## config.mk

```make
export PLATFORM = sky130hd
export DESIGN_NAME = dut_cmd_master
export DESIGN_NICKNAME = d
export VERILOG_FILES = /design/src/rtl/dut_cmd_master.sv
export SDC_FILE = /design/constraint.sdc
export NUM_CORES = 1
export LEC_CHECK = 0
export ABC_AREA = 1
export BUFFER_PORTS_ARGS = -buffer_cell sky130_fd_sc_hd__buf_2
export CAP_MARGIN = 20
export CORE_MARGIN = 3
export CORE_UTILIZATION = 50
export DETAILED_ROUTE_END_ITERATION = 6
export PLACE_DENSITY = 0.84
export SETUP_SLACK_MARGIN = 0.2
export SLEW_MARGIN = 20
export SYNTH_ARGS = -nofsm -noshare
export SYNTH_HDL_FRONTEND = slang
export SYNTH_SLANG_ARGS = --single-unit
```

## constraint.sdc

```tcl
create_clock -name CLK -period 2.1 [get_ports CLK]
set_input_delay 0.105 -clock CLK [delete_from_list [all_inputs] [get_ports CLK]]
set_output_delay 0.105 -clock CLK [all_outputs]
set_load 0.02 [all_outputs]
```

## src/rtl/dut_cmd_master.sv

```systemverilog
// Command master for the dut register/queue interface: buffers write/read commands in an
// in-order queue, issues them over the enable/ready method ports and returns read responses.
module dut_cmd_master #(
   parameter int DEPTH     = 4,
   parameter int ADDR_W    = 3,
   parameter int STALL_MAX = 64
) (
   input  logic              CLK,
   input  logic              RST,
   input  logic              cmd_valid,
   output logic              cmd_ready,
   input  logic              cmd_op,
   input  logic [ADDR_W-1:0] cmd_addr,
   input  logic              cmd_data,
   output logic [ADDR_W-1:0] write_address,
   output logic              write_data,
   output logic              write_en,
   input  logic              write_rdy,
   output logic [ADDR_W-1:0] read_address,
   output logic              read_en,
   input  logic              read_data,
   input  logic              read_rdy,
   output logic              rsp_valid,
   input  logic              rsp_ready,
   output logic              rsp_data,
   output logic [ADDR_W-1:0] rsp_addr,
   output logic [7:0]        wr_count,
   output logic [7:0]        rd_count,
   output logic              stall_err
);

   localparam int PTR_W   = $clog2(DEPTH);
   localparam int CNT_W   = PTR_W + 1;
   localparam int STALL_W = $clog2(STALL_MAX) + 1;

   logic              op_q   [DEPTH];
   logic              op_d   [DEPTH];
   logic [ADDR_W-1:0] addr_q [DEPTH];
   logic [ADDR_W-1:0] addr_d [DEPTH];
   logic              data_q [DEPTH];
   logic              data_d [DEPTH];

   logic [PTR_W-1:0]   wr_ptr_q, wr_ptr_d;
   logic [PTR_W-1:0]   rd_ptr_q, rd_ptr_d;
   logic [CNT_W-1:0]   count_q, count_d;
   logic               rsp_valid_q, rsp_valid_d;
   logic               rsp_data_q, rsp_data_d;
   logic [ADDR_W-1:0]  rsp_addr_q, rsp_addr_d;
   logic [7:0]         wr_count_q, wr_count_d;
   logic [7:0]         rd_count_q, rd_count_d;
   logic [STALL_W-1:0] stall_cnt_q, stall_cnt_d;
   logic               stall_err_q, stall_err_d;

   logic              head_valid;
   logic              head_op;
   logic [ADDR_W-1:0] head_addr;
   logic              head_data;
   logic              push;
   logic              pop;

   // Everything toward the dut is decoded from registered queue state only.
   assign head_valid = (count_q != '0);
   assign head_op    = op_q[rd_ptr_q];
   assign head_addr  = addr_q[rd_ptr_q];
   assign head_data  = data_q[rd_ptr_q];

   assign cmd_ready = (count_q != CNT_W'(DEPTH));
   assign write_en  = head_valid & ~head_op & write_rdy;
   assign read_en   = head_valid & head_op & read_rdy & (~rsp_valid_q | rsp_ready);
   assign push      = cmd_valid & cmd_ready;
   assign pop       = write_en | read_en;

   assign write_address = (head_valid & ~head_op) ? head_addr : '0;
   assign write_data    = head_valid & ~head_op & head_data;
   assign read_address  = (head_valid & head_op) ? head_addr : '0;

   assign rsp_valid = rsp_valid_q;
   assign rsp_data  = rsp_data_q;
   assign rsp_addr  = rsp_addr_q;
   assign wr_count  = wr_count_q;
   assign rd_count  = rd_count_q;
   assign stall_err = stall_err_q;

   always_comb begin
      op_d     = op_q;
      addr_d   = addr_q;
      data_d   = data_q;
      wr_ptr_d = wr_ptr_q;
      rd_ptr_d = rd_ptr_q;
      count_d  = count_q;
      if (push) begin
         op_d[wr_ptr_q]   = cmd_op;
         addr_d[wr_ptr_q] = cmd_addr;
         data_d[wr_ptr_q] = cmd_data;
         wr_ptr_d         = wr_ptr_q + PTR_W'(1);
      end
      if (pop) begin
         rd_ptr_d = rd_ptr_q + PTR_W'(1);
      end
      unique case ({push, pop})
         2'b10:   count_d = count_q + CNT_W'(1);
         2'b01:   count_d = count_q - CNT_W'(1);
         default: count_d = count_q;
      endcase
   end

   // A read firing in the same edge the old response is consumed reloads the holding slot.
   always_comb begin
      rsp_valid_d = rsp_valid_q;
      rsp_data_d  = rsp_data_q;
      rsp_addr_d  = rsp_addr_q;
      if (read_en) begin
         rsp_valid_d = 1'b1;
         rsp_data_d  = read_data;
         rsp_addr_d  = head_addr;
      end else if (rsp_ready) begin
         rsp_valid_d = 1'b0;
      end
   end

   always_comb begin
      wr_count_d = wr_count_q + (write_en ? 8'd1 : 8'd0);
      rd_count_d = rd_count_q + (read_en ? 8'd1 : 8'd0);
      if (!head_valid || pop) begin
         stall_cnt_d = '0;
      end else if (stall_cnt_q == STALL_W'(STALL_MAX)) begin
         stall_cnt_d = stall_cnt_q;
      end else begin
         stall_cnt_d = stall_cnt_q + STALL_W'(1);
      end
      stall_err_d = stall_err_q | (stall_cnt_d == STALL_W'(STALL_MAX));
   end

   always_ff @(posedge CLK or posedge RST) begin
      if (RST) begin
         for (int i = 0; i < DEPTH; i++) begin
            op_q[i]   <= 1'b0;
            addr_q[i] <= '0;
            data_q[i] <= 1'b0;
         end
         wr_ptr_q    <= '0;
         rd_ptr_q    <= '0;
         count_q     <= '0;
         rsp_valid_q <= 1'b0;
         rsp_data_q  <= 1'b0;
         rsp_addr_q  <= '0;
         wr_count_q  <= '0;
         rd_count_q  <= '0;
         stall_cnt_q <= '0;
         stall_err_q <= 1'b0;
      end else begin
         op_q        <= op_d;
         addr_q      <= addr_d;
         data_q      <= data_d;
         wr_ptr_q    <= wr_ptr_d;
         rd_ptr_q    <= rd_ptr_d;
         count_q     <= count_d;
         rsp_valid_q <= rsp_valid_d;
         rsp_data_q  <= rsp_data_d;
         rsp_addr_q  <= rsp_addr_d;
         wr_count_q  <= wr_count_d;
         rd_count_q  <= rd_count_d;
         stall_cnt_q <= stall_cnt_d;
         stall_err_q <= stall_err_d;
      end
   end

endmodule

```

Yosys cells after proc, flatten, opt, wreduce, memory -nomap -nowiden
Cells that the tools add are included.
{ "totals": {"input_bits": 12, "output_inout_bits": 32, "register_bits": 56} }
{ "op_classes": {"n_eq_ne": 5, "n_addsub": 7, "reduce_logical": 6, "magnitude_cmp": 3, "bitwise": 14, "mux": 25} }
{ "ops": {"columns": ["operator", "count"], "rows": [
  ["8-bit by 1-bit adder with 8-bit output", 2],
  ["3-bit two-way mux", 5],
  ["7-bit == test (second input constant)", 2],
  ["7-bit two-way mux", 2],
  ["12-bit bitwise mux", 1],
  ["1-bit two-way mux", 9],
  ["4-bit bitwise mux", 2],
  ["7-bit by 1-bit adder with 7-bit output (second input constant)", 1],
  ["1-bit AND", 7],
  ["3-bit binary-select mux with 2-bit select", 1],
  ["3-bit demux with 2-bit select", 1],
  ["3-bit greater-or-equal comparator (second input constant)", 2],
  ["2-bit NOT with 3-bit output", 2],
  ["3-bit case mux with 2 select lines", 1],
  ["2-bit by 1-bit adder with 2-bit output (second input constant)", 2],
  ["1-bit binary-select mux with 2-bit select", 2],
  ["2-bit nonzero test", 2],
  ["3-bit by 1-bit adder with 3-bit output (second input constant)", 1],
  ["3-bit by 1-bit less-than comparator with 1-bit output (second input constant)", 1],
  ["3-bit inequality test (second input constant)", 1],
  ["1-bit OR", 3],
  ["3-bit nonzero test", 1],
  ["3-bit by 1-bit subtractor with 3-bit output (second input constant)", 1],
  ["1-bit demux with 2-bit select", 1],
  ["other kinds (6)", 7]
]} }

Logic depth before layout (Yosys ltp)
{ "depth": {"ltp_word": 12, "ltp_mapped": 13} }

Worst setup path before layout
No wires, ideal clock.
{ "synth_timing": {"path_kind": "register -> register", "start": "register rd_ptr_q[0]", "end": "register count_q[2]", "path_buffers": 1, "setup_ns": 0.125, "path_stages_with_launch": 14, "t_required_ns": 1.975, "period_less_slack_ns": 2.052, "path_slack_ns": 0.048, "t_arrival_ns": 1.927, "cell_sequence": "dfrtp_1 inv_2 buf_6 nand2_1 nand3_1 nand2_2 nand3_4 nand2_1 ha_1 inv_1 fa_1 a21oi_1 o21ai_0 xnor2_1"} }
{ "synth_between": {"elab_chain_len": 10} }
{ "synth_lines": {"columns": ["item", "line", "rtl"], "rows": [
  ["from (decl)", "44", "logic [PTR_W-1:0] rd_ptr_q, rd_ptr_d;"],
  ["from (signal assigned)", "156", "rd_ptr_q <= rd_ptr_d;"],
  ["2-bit NOT with 3-bit output (not written as such) (*)", "63", "assign head_op = op_q[rd_ptr_q];"],
  ["1-bit binary-select mux with 2-bit select (*)", "63", null],
  ["1-bit two-way mux (not written as such) (*) (2 in a row)", "63", null],
  ["1-bit AND / 1-bit NOT (equally long branches)", "69, 68", null],
  ["1-bit AND, on equally long branches (2 in a row)", "69, 68", null],
  ["1-bit OR (*)", "71", "assign pop = write_en | read_en;"],
  ["net pop", "59", "logic pop;"],
  ["2-bit by 1-bit == test with 1-bit output / 2-bit == test (equally long branches)", "100", "unique case ({push, pop})"],
  ["3-bit case mux with 2 select lines / 2-bit nonzero test (equally long branches)", null, null],
  ["to (signal assigned)", "157", "count_q <= count_d;"],
  ["to (decl)", "45", "logic [CNT_W-1:0] count_q, count_d;"]
]} }
Mark *: on every way through the listed nets, which the timed path passes. The rest lies on a longest branch. The select of a mux whose other input is x is not followed.
A chain may end at the register's enable or synchronous reset.

Final worst setup path
Same ends and word-level chain as after synthesis.

==> reports/metrics.yaml <==
port-buffer-count: 43
path_clk_slew_ns: 0.10
drt-total-wl_um: 5760
met2_usage_pct: 32.2
max_freq_mhz: 505
grt.busiest_layer: "met2"
startpoint: "rd_ptr_q[0]$_DFFE_PP0P_"
clk_latency_ns: 0.31
area_growth_syn_to_layout_pct: 24.9
worst_pin_slew_ns: 0.765
grt_overflow: 0
ys.flop_type: "dfrtp_1"
clock_sinks: 56
min-delay-start: "cmd_data"
coreArea_um2: 4940
antenna_cells: 0
yosysMostFrequentCell: "nand2_1"
worstPathRequired_ns: 2.31
row_count: 25
synthTopCellsByCount: "nand2_1 (65), dfrtp_1 (56), inv_1 (33)"
cts_tree: "built"
multi_input_area_um2: 1200
r2r_start: "rd_ptr_q[0]$_DFFE_PP0P_"
hold_class: "in2reg"
ys_top_cells_by_area: "dfrtp_1 (53%), nand2_1 (9.1%), o21ai_0 (5.4%)"
seq_area_frac_synth_pct: 52.5
vdd_ir_drop_max_mv: 0.907
syn_area_um2: 2670
grt_util_all_layers_pct: 20.4
leakagePower_nw: 1.72
internal_power_mw: 3.00
cap_violations: 0
layout.cells.non_filler: 421
setup_tns_ns: 0
comb_power_share_pct: 51.9
utilization_pct: 67.4
nFillCells: 372
synth-seq-cells: 56
fin_skew_ns: 0.00444
crit_type: "reg2reg"
setup_ws_ns: 0.121
ios: 44
antenna_found_initial: 0
drt-vias-per-instance: 5.10
hpwlAfterDp_um: 4020
worstSetupEndpointType: "register"
p_sw_share_pct: 44.7
grt_setup_unrepaired: "true"
grt_start_max_net_pins: 38
initial_utilization_pct: 54.0
grt_pass1_wl_um: 10000
fin_crit_sh_pct: 94.2
worstPathArrival_ns: 2.19
gp_congestion: 0.863
power_mw: 5.43
stdcell_area_um2: 3330
postRouteAntennaNets: 0
regArea_um2: 1400
synth_top_area_share_pct: 52.5
via_count: 2146
drtPass1Iterations: 4
layout-drive-gt1-share_pct: 29.4
hold_viol: 0
placedCellCount: 399
nNetsFinal: 377
setup_viol_count_final: 0
synth_async_sr_flop_share_pct: 100
die_x_um: 79.1
drc: 0
die_h_um: 79.1
whs_ns: 0.0954
slew_headroom_pct: 48.9
wl_per_cell_um: 13.7
status: "finished clean"
p_seq_share_pct: 35.2
dpl-instance-area_um2: 3050
power.net_switching_mw: 2.42
yosysWarnings: 0
met1_usage_pct: 28.2
h-tree-depth: 2
pre_cts_ws_ns: 0.00440
synth_cells: 285
crit_fanout: 5
yosysTopAreaCell: "dfrtp_1"
cts_buffers: 5
fin_crit_ns: 1.98
clkPwrFrac_pct: 12.9
slew_viol_final: 0
yosysUniqueCellTypes: 25
power_density_nw_per_um2: 1630
synth_edf_count: 0
clockRootBuffer: "clkbuf_8"
cp-start-kind: "register"
syn-mean-instance-area_um2: 9.36
grt_pass1_vias: 2148
syn_nets: 309
dieArea_um2: 6250
cts_buffer_depth: 2
grt_use_met3_pct: 3.74
first_iter_violations: 156
## power groups by stage
stage	combinational [mW]	sequential [mW]	clock, mW
finish	2.82	1.91	0.700
global route	3.16	1.97	0.763
CTS	2.66	1.88	0.704
detailed placement	2.50	1.91	0
global placement	2.40	1.88	0
floorplan	1.63	2.03	0
## critical path, stage by stage (launching register included)
cell and delay, ns:
dfrtp_2 0.47, inv_4 0.10, nand2_4 0.06, nand2_2 0.07, nand2_2 0.05, nand2_2 0.07, nand4_4 0.11, nand2_4 0.10
ha_4 0.13, inv_4 0.04, fa_2 0.35, a21oi_2 0.14, o21ai_2 0.07, xnor2_1 0.12
## cell families (layout without fill, tap and decap cells)
logic type / count (synthesis) / in the layout / share of synthesized area, %
buffers and inverters: 40 / 109 / 6.23
AND/OR/NAND/NOR: 119 / 119 / 21.0
adder cells (fa/ha/maj): 12 / 12 / 5.91
flip-flops: 56 / 56 / 52.5
XOR/XNOR: 21 / 21 / 6.89
AO/OA/AOI/OAI: 37 / 37 / 7.50
## routing by layer
metal,vias up,wire [um],part of all wire (%)
met5,-,0,0
met4,0,59,1.0
met3,8,315,5.5
met2,73,2830,49
met1,1017,2560,44
li1,1048,-,-
## sequential cells by signal, indices dropped and copies added (netlist names)
name,flops
addr_q,12
rd_count,8
wr_count,8
stall_cnt_q,7
data_q,4
op_q,4
count_q,3
rsp_addr,3
rd_ptr_q,2
wr_ptr_q,2
rsp_data,1
rsp_valid,1
stall_err,1
## final cells by class
type | instances | area share, %
Clock inverter | 2 | 1.05
Inverter | 37 | 4.50
Sequential cell | 56 | 42.1
Multi-Input combinational cell | 189 | 36.1
Timing Repair Buffer | 64 | 11.5
Tap cell | 67 | 2.52
Clock buffer | 6 | 2.18
## layout by cell type (no fill, tap or decap), types with 5 or more instances in the layout
| master | instances |
|---|---|
| buf_2 | 42 |
| clkbuf_8 | 5 |
| xnor2_1 | 7 |
| xor2_1 | 14 |
| o21ai_0 | 27 |
| nor2_1 | 18 |
| inv_1 | 30 |
| nand2_1 | 60 |
| nand2_2 | 10 |
| nand4_1 | 8 |
| dfrtp_1 | 55 |
| ha_1 | 8 |
| nand3_1 | 8 |
| buf_4 | 19 |
## what timing repair did
item / in CTS / in global routing
cloned: 0 / 0
pin swaps: 4 / 6
setup buffers: 7 / 5
endpoints found under the hold margin: 36 / 0
gates resized for setup: 5 / 14
hold buffers: 2 / 0
endpoints found under the setup margin: 5 / 12
## worst paths after layout
check	end	slack (ns)	depth (start not counted)
hold / removal	data_q[2]$_DFFE_PP0P_	0.1	3
min in group asynchronous	wr_count[7]$_DFF_PP0_	0.47	3
setup reg to reg	count_q[2]$_DFFE_PP0P_	0.12	13
setup / recovery	count_q[2]$_DFFE_PP0P_	0.12	13
max in group asynchronous	rsp_addr[0]$_DFFE_PP0P_	0.98	4
hold reg to reg	stall_err$_DFF_PP0_	0.47	2
No activity file was read; power rests on OpenSTA's default activity.
